$ cat config.mk
export PLATFORM = sky130hd
export DESIGN_NAME = main_ctrl_fsm_flat
export DESIGN_NICKNAME = d
export VERILOG_FILES = /design/src/rtl/main_ctrl_pkg.sv /design/src/rtl/main_ctrl_if.sv /design/src/rtl/main_ctrl_outdec.sv /design/src/rtl/main_ctrl_fsm.sv /design/src/flat_wrapper.sv
export SDC_FILE = /design/constraint.sdc
export NUM_CORES = 1
export LEC_CHECK = 0
export ABC_CLOCK_PERIOD_IN_PS = 2000
export CORE_MARGIN = 2
export CORE_UTILIZATION = 36
export CTS_CLUSTER_SIZE = 25
export DETAILED_ROUTE_END_ITERATION = 16
export PLACE_DENSITY = 0.85
export SYNTH_ARGS = -nofsm -noshare
export SYNTH_HDL_FRONTEND = slang
export SYNTH_SLANG_ARGS = --single-unit
$ cat constraint.sdc
create_clock -name clk -period 2 [get_ports clk]
set_input_delay 0.6 -clock clk [delete_from_list [all_inputs] [get_ports clk]]
set_output_delay 0.6 -clock clk [all_outputs]
set_load 0.02 [all_outputs]
$ cat src/rtl/main_ctrl_pkg.sv
`default_nettype none
// ============================================================================
// Module   : main_ctrl_pkg
// Purpose  : Shared types and encodings for the multicycle main control unit.
//            This package holds the state enum, the supported opcodes, the
//            ALUop/ALUSrcB/PCSource encodings (also used by the ALU control
//            decoder), the packed control vector and a legality helper.
// Config   : none (ILLEGAL_TRAP_EN is consumed by main_ctrl_fsm/outdec)
// Revision : 1.0 - initial release
// ============================================================================
package main_ctrl_pkg;

    typedef enum logic [3:0] {
        S_RST       = 4'd0,
        S_FETCH     = 4'd1,
        S_DECODE    = 4'd2,
        S_MEM_ADDR  = 4'd3,
        S_MEM_READ  = 4'd4,
        S_MEM_WB    = 4'd5,
        S_MEM_WRITE = 4'd6,
        S_EXEC_R    = 4'd7,
        S_R_WB      = 4'd8,
        S_BRANCH    = 4'd9,
        S_JUMP      = 4'd10,
        S_ADDI_EXEC = 4'd11,
        S_ADDI_WB   = 4'd12,
        S_TRAP      = 4'd13
    } state_t;

    // instruction[31:26]
    localparam logic [5:0] c_op_rtype = 6'b000000;
    localparam logic [5:0] c_op_lw    = 6'b100011;
    localparam logic [5:0] c_op_sw    = 6'b101011;
    localparam logic [5:0] c_op_beq   = 6'b000100;
    localparam logic [5:0] c_op_j     = 6'b000010;
    localparam logic [5:0] c_op_addi  = 6'b001000;

    localparam logic [1:0] c_aluop_rtype = 2'b00;  // ALU control decodes funct
    localparam logic [1:0] c_aluop_add   = 2'b01;
    localparam logic [1:0] c_aluop_sub   = 2'b10;

    localparam logic [1:0] c_alusrcb_reg     = 2'b00;
    localparam logic [1:0] c_alusrcb_four    = 2'b01;
    localparam logic [1:0] c_alusrcb_imm     = 2'b10;
    localparam logic [1:0] c_alusrcb_imm_sh2 = 2'b11;

    localparam logic [1:0] c_pcsrc_alu    = 2'b00;
    localparam logic [1:0] c_pcsrc_aluout = 2'b01;
    localparam logic [1:0] c_pcsrc_jump   = 2'b10;

    typedef struct packed {
        logic       PCWrite;
        logic       PCWriteCond;
        logic       IorD;
        logic       MemRead;
        logic       MemWrite;
        logic       MemtoReg;
        logic       IRWrite;
        logic       ALUSrcA;
        logic       RegWrite;
        logic       RegDst;
        logic [1:0] PCSource;
        logic [1:0] ALUSrcB;
        logic [1:0] ALUop;
        logic       instr_done;
        logic       illegal_op;
    } ctrl_t;

    function automatic logic is_legal_op(input logic [5:0] op);
        logic legal;
        case (op)
            c_op_rtype, c_op_lw, c_op_sw,
            c_op_beq, c_op_j, c_op_addi: legal = 1'b1;
            default:                     legal = 1'b0;
        endcase
        return legal;
    endfunction

endpackage
`default_nettype wire

$ cat src/rtl/main_ctrl_if.sv
`default_nettype none
// ============================================================================
// Module   : main_ctrl_if
// Purpose  : Bundle between the main control unit and the datapath.
//            master : control unit (consumes opcode/mem_ready, drives controls)
//            slave  : datapath side (drives opcode/mem_ready, consumes controls)
// Signals  : opcode[5:0], mem_ready, PCWrite, PCWriteCond, IorD, MemRead,
//            MemWrite, MemtoReg, IRWrite, ALUSrcA, RegWrite, RegDst,
//            PCSource[1:0], ALUSrcB[1:0], ALUop[1:0], instr_done, illegal_op
// Revision : 1.0 - initial release
// ============================================================================
interface main_ctrl_if;
    logic [5:0] opcode;
    logic       mem_ready;

    logic       PCWrite;
    logic       PCWriteCond;
    logic       IorD;
    logic       MemRead;
    logic       MemWrite;
    logic       MemtoReg;
    logic       IRWrite;
    logic       ALUSrcA;
    logic       RegWrite;
    logic       RegDst;
    logic [1:0] PCSource;
    logic [1:0] ALUSrcB;
    logic [1:0] ALUop;
    logic       instr_done;
    logic       illegal_op;

    modport master (
        input  opcode, mem_ready,
        output PCWrite, PCWriteCond, IorD, MemRead, MemWrite, MemtoReg,
               IRWrite, ALUSrcA, RegWrite, RegDst, PCSource, ALUSrcB, ALUop,
               instr_done, illegal_op
    );

    modport slave (
        output opcode, mem_ready,
        input  PCWrite, PCWriteCond, IorD, MemRead, MemWrite, MemtoReg,
               IRWrite, ALUSrcA, RegWrite, RegDst, PCSource, ALUSrcB, ALUop,
               instr_done, illegal_op
    );
endinterface
`default_nettype wire

$ cat src/rtl/main_ctrl_outdec.sv
`default_nettype none
// ============================================================================
// Module   : main_ctrl_outdec
// Purpose  : Purely combinational state -> control vector decode (Moore).
//            The only input besides state is mem_ready, which gates the FETCH
//            IR/PC writes and the MEM_WRITE completion pulse.
// Ports    : state     in  state_t  current FSM state
//            mem_ready in  1        memory access completes this cycle
//            ctrl      out ctrl_t   every datapath control for this cycle
// Config   : ILLEGAL_TRAP_EN - decode the TRAP state (illegal_op=1)
// Revision : 1.0 - initial release
// ============================================================================
module main_ctrl_outdec
    import main_ctrl_pkg::*;
(
    input  state_t state,
    input  logic   mem_ready,
    output ctrl_t  ctrl
);

    always_comb begin
        ctrl = '0;
        case (state)
            S_FETCH: begin
                ctrl.MemRead = 1'b1;
                ctrl.ALUSrcB = c_alusrcb_four;
                ctrl.ALUop   = c_aluop_add;
                // IR and PC only update on the cycle the instruction arrives
                ctrl.IRWrite = mem_ready;
                ctrl.PCWrite = mem_ready;
            end
            S_DECODE: begin
                ctrl.ALUSrcB = c_alusrcb_imm_sh2;  // speculative branch target
                ctrl.ALUop   = c_aluop_add;
            end
            S_MEM_ADDR: begin
                ctrl.ALUSrcA = 1'b1;
                ctrl.ALUSrcB = c_alusrcb_imm;
                ctrl.ALUop   = c_aluop_add;
            end
            S_MEM_READ: begin
                ctrl.MemRead = 1'b1;
                ctrl.IorD    = 1'b1;
            end
            S_MEM_WB: begin
                ctrl.RegWrite   = 1'b1;
                ctrl.MemtoReg   = 1'b1;
                ctrl.instr_done = 1'b1;
            end
            S_MEM_WRITE: begin
                ctrl.MemWrite   = 1'b1;
                ctrl.IorD       = 1'b1;
                ctrl.instr_done = mem_ready;
            end
            S_EXEC_R: begin
                ctrl.ALUSrcA = 1'b1;
                ctrl.ALUSrcB = c_alusrcb_reg;
                ctrl.ALUop   = c_aluop_rtype;
            end
            S_R_WB: begin
                ctrl.RegWrite   = 1'b1;
                ctrl.RegDst     = 1'b1;
                ctrl.instr_done = 1'b1;
            end
            S_BRANCH: begin
                ctrl.ALUSrcA     = 1'b1;
                ctrl.ALUop       = c_aluop_sub;
                ctrl.PCWriteCond = 1'b1;
                ctrl.PCSource    = c_pcsrc_aluout;
                ctrl.instr_done  = 1'b1;
            end
            S_JUMP: begin
                ctrl.PCWrite    = 1'b1;
                ctrl.PCSource   = c_pcsrc_jump;
                ctrl.instr_done = 1'b1;
            end
            S_ADDI_EXEC: begin
                ctrl.ALUSrcA = 1'b1;
                ctrl.ALUSrcB = c_alusrcb_imm;
                ctrl.ALUop   = c_aluop_add;
            end
            S_ADDI_WB: begin
                ctrl.RegWrite   = 1'b1;
                ctrl.instr_done = 1'b1;
            end
`ifdef ILLEGAL_TRAP_EN
            S_TRAP: begin
                ctrl.illegal_op = 1'b1;
            end
`endif
            default: ctrl = '0;  // S_RST and unused encodings
        endcase
    end

endmodule
`default_nettype wire

$ cat src/rtl/main_ctrl_fsm.sv
`default_nettype none
// ============================================================================
// Module   : main_ctrl_fsm
// Purpose  : Multicycle main control unit. Moore FSM sequencing each
//            instruction through fetch/decode/execute/memory/write-back,
//            with memory wait states and unsupported-opcode handling.
// Ports    : clk   in  1  rising-edge clock
//            rst_n in  1  synchronous active-low reset
//            bus   main_ctrl_if.master  opcode/mem_ready in, controls out
// Config   : ILLEGAL_TRAP_EN - unsupported opcodes lock the FSM in TRAP
//            with illegal_op=1 until reset; otherwise they retire as a NOP
//            from DECODE and illegal_op is tied low.
// Revision : 1.0 - initial release
// ============================================================================
module main_ctrl_fsm
    import main_ctrl_pkg::*;
(
    input  logic           clk,
    input  logic           rst_n,
    main_ctrl_if.master    bus
);

    state_t r_state;
    state_t w_state_nxt;
    ctrl_t  w_ctrl;

    always_ff @(posedge clk) begin
        if (!rst_n) begin
            r_state <= S_RST;
        end else begin
            r_state <= w_state_nxt;
        end
    end

    always_comb begin
        w_state_nxt = r_state;
        case (r_state)
            S_RST:       w_state_nxt = S_FETCH;
            S_FETCH:     w_state_nxt = bus.mem_ready ? S_DECODE : S_FETCH;
            S_DECODE: begin
                case (bus.opcode)
                    c_op_lw, c_op_sw: w_state_nxt = S_MEM_ADDR;
                    c_op_rtype:       w_state_nxt = S_EXEC_R;
                    c_op_beq:         w_state_nxt = S_BRANCH;
                    c_op_j:           w_state_nxt = S_JUMP;
                    c_op_addi:        w_state_nxt = S_ADDI_EXEC;
`ifdef ILLEGAL_TRAP_EN
                    default:          w_state_nxt = S_TRAP;
`else
                    default:          w_state_nxt = S_FETCH;
`endif
                endcase
            end
            // Anything that reached MEM_ADDR was lw or sw; treat non-sw as lw
            S_MEM_ADDR:  w_state_nxt = (bus.opcode == c_op_sw) ? S_MEM_WRITE
                                                               : S_MEM_READ;
            S_MEM_READ:  w_state_nxt = bus.mem_ready ? S_MEM_WB : S_MEM_READ;
            S_MEM_WB:    w_state_nxt = S_FETCH;
            S_MEM_WRITE: w_state_nxt = bus.mem_ready ? S_FETCH : S_MEM_WRITE;
            S_EXEC_R:    w_state_nxt = S_R_WB;
            S_R_WB:      w_state_nxt = S_FETCH;
            S_BRANCH:    w_state_nxt = S_FETCH;
            S_JUMP:      w_state_nxt = S_FETCH;
            S_ADDI_EXEC: w_state_nxt = S_ADDI_WB;
            S_ADDI_WB:   w_state_nxt = S_FETCH;
`ifdef ILLEGAL_TRAP_EN
            S_TRAP:      w_state_nxt = S_TRAP;  // only reset leaves TRAP
`endif
            default:     w_state_nxt = S_RST;
        endcase
    end

    main_ctrl_outdec u_outdec (
        .state     (r_state),
        .mem_ready (bus.mem_ready),
        .ctrl      (w_ctrl)
    );

    assign bus.PCWrite     = w_ctrl.PCWrite;
    assign bus.PCWriteCond = w_ctrl.PCWriteCond;
    assign bus.IorD        = w_ctrl.IorD;
    assign bus.MemRead     = w_ctrl.MemRead;
    assign bus.MemWrite    = w_ctrl.MemWrite;
    assign bus.MemtoReg    = w_ctrl.MemtoReg;
    assign bus.IRWrite     = w_ctrl.IRWrite;
    assign bus.ALUSrcA     = w_ctrl.ALUSrcA;
    assign bus.RegWrite    = w_ctrl.RegWrite;
    assign bus.RegDst      = w_ctrl.RegDst;
    assign bus.PCSource    = w_ctrl.PCSource;
    assign bus.ALUSrcB     = w_ctrl.ALUSrcB;
    assign bus.ALUop       = w_ctrl.ALUop;
    assign bus.illegal_op  = w_ctrl.illegal_op;

`ifdef ILLEGAL_TRAP_EN
    assign bus.instr_done  = w_ctrl.instr_done;
`else
    // An unsupported opcode retires as a NOP directly out of DECODE
    assign bus.instr_done  = w_ctrl.instr_done |
                             ((r_state == S_DECODE) && !is_legal_op(bus.opcode));
`endif

endmodule
`default_nettype wire

$ cat src/flat_wrapper.sv
// flat-port wrapper written by rule: the top's interface ports become plain ports
module main_ctrl_fsm_flat import main_ctrl_pkg::*;
  (clk, rst_n, bus_opcode, bus_mem_ready, bus_PCWrite, bus_PCWriteCond, bus_IorD, bus_MemRead, bus_MemWrite, bus_MemtoReg, bus_IRWrite, bus_ALUSrcA, bus_RegWrite, bus_RegDst, bus_PCSource, bus_ALUSrcB, bus_ALUop, bus_instr_done, bus_illegal_op);
  main_ctrl_if bus_i ();
  input  logic clk;
  input  logic rst_n;
  input wire logic [$bits(bus_i.opcode)-1:0] bus_opcode;
  input wire logic [$bits(bus_i.mem_ready)-1:0] bus_mem_ready;
  output wire logic [$bits(bus_i.PCWrite)-1:0] bus_PCWrite;
  output wire logic [$bits(bus_i.PCWriteCond)-1:0] bus_PCWriteCond;
  output wire logic [$bits(bus_i.IorD)-1:0] bus_IorD;
  output wire logic [$bits(bus_i.MemRead)-1:0] bus_MemRead;
  output wire logic [$bits(bus_i.MemWrite)-1:0] bus_MemWrite;
  output wire logic [$bits(bus_i.MemtoReg)-1:0] bus_MemtoReg;
  output wire logic [$bits(bus_i.IRWrite)-1:0] bus_IRWrite;
  output wire logic [$bits(bus_i.ALUSrcA)-1:0] bus_ALUSrcA;
  output wire logic [$bits(bus_i.RegWrite)-1:0] bus_RegWrite;
  output wire logic [$bits(bus_i.RegDst)-1:0] bus_RegDst;
  output wire logic [$bits(bus_i.PCSource)-1:0] bus_PCSource;
  output wire logic [$bits(bus_i.ALUSrcB)-1:0] bus_ALUSrcB;
  output wire logic [$bits(bus_i.ALUop)-1:0] bus_ALUop;
  output wire logic [$bits(bus_i.instr_done)-1:0] bus_instr_done;
  output wire logic [$bits(bus_i.illegal_op)-1:0] bus_illegal_op;
  assign bus_i.opcode = bus_opcode;
  assign bus_i.mem_ready = bus_mem_ready;
  assign bus_PCWrite = bus_i.PCWrite;
  assign bus_PCWriteCond = bus_i.PCWriteCond;
  assign bus_IorD = bus_i.IorD;
  assign bus_MemRead = bus_i.MemRead;
  assign bus_MemWrite = bus_i.MemWrite;
  assign bus_MemtoReg = bus_i.MemtoReg;
  assign bus_IRWrite = bus_i.IRWrite;
  assign bus_ALUSrcA = bus_i.ALUSrcA;
  assign bus_RegWrite = bus_i.RegWrite;
  assign bus_RegDst = bus_i.RegDst;
  assign bus_PCSource = bus_i.PCSource;
  assign bus_ALUSrcB = bus_i.ALUSrcB;
  assign bus_ALUop = bus_i.ALUop;
  assign bus_instr_done = bus_i.instr_done;
  assign bus_illegal_op = bus_i.illegal_op;
  main_ctrl_fsm u_core (.clk(clk), .rst_n(rst_n), .bus(bus_i));
endmodule
==> out/qor.yml <==
status:
  status: "complete, but fails checks"
  violations: "negative setup slack"
clocking:
  cts.sinks: 4
  cts_hold_buffers: 0
  cts_tree: "done"
  cts-root-buf: "clkbuf_4"
  cts.htree.levels: 1
  clock_latency_ns: 0.24
  numCtsBuffers: 3
  clkTransAtPathRegs_ns: 0.04
  clockBufferDepth: 2
cells_and_area:
  final.fill_count: 136
  antenna_cells: 0
  layoutNonFillerInstCount: 150
  largest_reg_flops: 4
  reg.largest.list: "u_core.r_state: 4 flops"
  top_register: "u_core.r_state"
  fin_nets: 145
  layout-drive-gt1-share: 0.410
  syn_to_final_growth_pct: 69.9
power:
  p_int_mw: 0.235
  comb_power_share: 0.462
  power_frac_clock: 0.288
  p_total_mw: 0.360
  p_leak_nw: 0.475
  vdd_drop_max_mv: 0.256
  switching_power_mw: 0.125
  powerDensity_nw_per_um2: 360
  pwr-share-seq: 0.250
  p_sw_frac: 0.347
grt:
  grt_pass1_wl_um: 2900
  track_usage: 0.195
  grt_overflow: 0
  antenna_found_initial: 0
  grt_max_degree: 15
  grt_pass1_vias: 710
sta:
  fin_crit_ns: 2.14
  setup_tns_ns: -0.144
  final-setup-viol-count: 1
  worst_slack_ns: -0.144
  rsz0062_at_grt: "true"
  final-hold-violation-count: 0
  fin_skew_ns: 0.00174
  finalMaxSlewViolations: 0
  max_freq_mhz: 466
  fin_crit_sh: 1.07
  holdWs_ns: 0.670
place:
  place_inst: 145
  place_congestion: 0.890
  place_ws_ns: -0.920
  numPortBuffers: 25
  dp_hpwl_um: 1410
worst_hold_path:
  whs_path_depth: 2
  worstHoldStart: "u_core.r_state[1]"
  min_to: "u_core.r_state[3]"
  min_path_type: "register to register"
die:
  die-width_um: 44.5
  core-area_um2: 1520
  design.die.area_um2: 1980
  die_h_um: 44.5
  initial_core_util: 0.387
  rows: 14
  ios: 27
synth:
  synth_ff_type: "dfxtp_1"
  synth_cell_types: 34
  synth_edf_count: 0
  ys_seq_area_frac: 0.136
  ys_seq_elements: 4
  async_flop_share: 0
  synthMostInstantiatedCell: "nor2_1"
  syn_area_um2: 589
  synth_top_cells_by_area: "dfxtp_1, nor2_1, a21oi_1"
  syn_avg_cell_area_um2: 6.48
  syn_inst: 91
  yosys.area.top_type: "dfxtp_1"
  yosys_warnings: 0
  synth_common_cells: "nor2_1, a21oi_1, o21ai_0"
  syn_nets: 100
  netlist.area_leader.share: 0.136
worst_setup_path:
  timing.reg2reg.setup_slack_ns: 0.73
  worstPathMaxFanout: 3
  worstPathArrival_ns: 1.54
  slowest_delay_ns: 0.28
  cp-start-kind: "input pin"
  reg2regPathDepth: 6
  cp-end-kind: "primary output"
  cp.required_ns: 1.40
  reg2reg_from: "u_core.r_state[2]"
  r2r-end: "u_core.r_state[2]"
  critical_path_class: "input pin to primary output"
  crit_path_frequent_cell: "buf_6"
  path_cells: "buf_6, buf_6, nor4_4, o21bai_1, a31o_2, buf_6"
  crit_path_top_delay_cell: "nor4_4"
drt:
  drtAntennaViolNets: 0
  first_pass_iters: 4
  drc: 0
  vias: 826
  via_per_inst: 5.51
  wl_per_cell_um: 12.2
  drt_first_iter_violations: 9
  wl_um: 1830
run:
  max_cap_violations: 0
==> layout by cell type (no fill, tap or decap), types with 2 or more instances in the layout <==
cell,Yosys,final
buf_4,3,24
nor2_1,13,13
o21ai_0,8,8
a21oi_1,8,7
clkbuf_2,2,6
nand2b_1,5,5
nand2_1,5,5
buf_6,2,5
clkdlybuf4s15_1,0,5
nor3_1,4,4
dfxtp_2,0,4
inv_1,3,3
clkbuf_4,0,3
buf_2,2,3
dlygate4sd2_1,0,3
nor2b_2,0,2
o21a_1,2,2
nor2b_1,4,2
nand3_1,2,2
nand4_1,2,2
nand3b_1,2,2
a221oi_1,2,2
o31ai_1,2,2
clkdlybuf4s15_2,0,2
==> critical path, delay by kind of cell <==
family,cells,cell delay [ns]
buf+inv,3,0.34
compound gates,2,0.33
simple gates,1,0.28
==> metal layers <==
| metal | up-vias | share of wire | GRT usage |
|---|---|---|---|
| met4 | 0 | 0.015 | 0.0727 |
| li1 | 407 | - | - |
| met3 | 4 | 0.066 | 0.0245 |
| met5 | - | 0 | 0 |
| met2 | 42 | 0.55 | 0.386 |
| met1 | 373 | 0.37 | 0.202 |
==> worst max path at each step <==
stage                  startpoint        endpoint  slack [ns]  depth (start not counted)
finish              bus_opcode[3]  bus_instr_done       -0.14                          6
global route        bus_opcode[3]  bus_instr_done       -0.22                          6
CTS                 bus_opcode[1]  bus_instr_done       -0.18                          6
detailed placement  bus_opcode[3]  bus_instr_done       -0.92                          6
global placement    bus_opcode[3]  bus_instr_done       -0.87                          6
floorplan           bus_opcode[1]  bus_instr_done      -0.007                          5
==> logic make-up after synthesis <==
group / synth area share
other cells: 0.00636
compound gates: 0.304
xor+xnor: 0.0297
flops: 0.136
simple gates: 0.365
buf+inv: 0.159
==> per-stage QoR <==
step                 util  cell area (um^2)
CTS                 0.650               991
global route        0.657              1000
floorplan               -               604
global placement    0.632               963
detailed placement  0.632               963
finish              0.657              1000
==> power groups by stage <==
stage | Sequential [mW] | Clock [mW] | Combinational, mW
global placement | 0.0895 | 0 | 0.159
global route | 0.0906 | 0.112 | 0.179
CTS | 0.0895 | 0.103 | 0.163
finish | 0.0899 | 0.104 | 0.167
detailed placement | 0.0897 | 0 | 0.165
floorplan | 0.0858 | 0 | 0.0886
==> area by class of cell <==
cell class                 count  area [um^2]  area share
clock buffer                   3         22.5      0.0225
tap                           16         20.0      0.0200
multi-input combinational     73          444       0.444
timing repair buffer          51          418       0.418
sequential                     4         85.1      0.0850
inverter                       3         11.3      0.0113
==> timing repair <==
action / in CTS / in global routing
pin swaps: 4 / 5
endpoints found under the setup margin: 17 / 16
gates resized for setup: 64 / 22
setup buffers: 0 / 2
gates cloned: 0 / 0
Power figures use the tool's default switching activity.
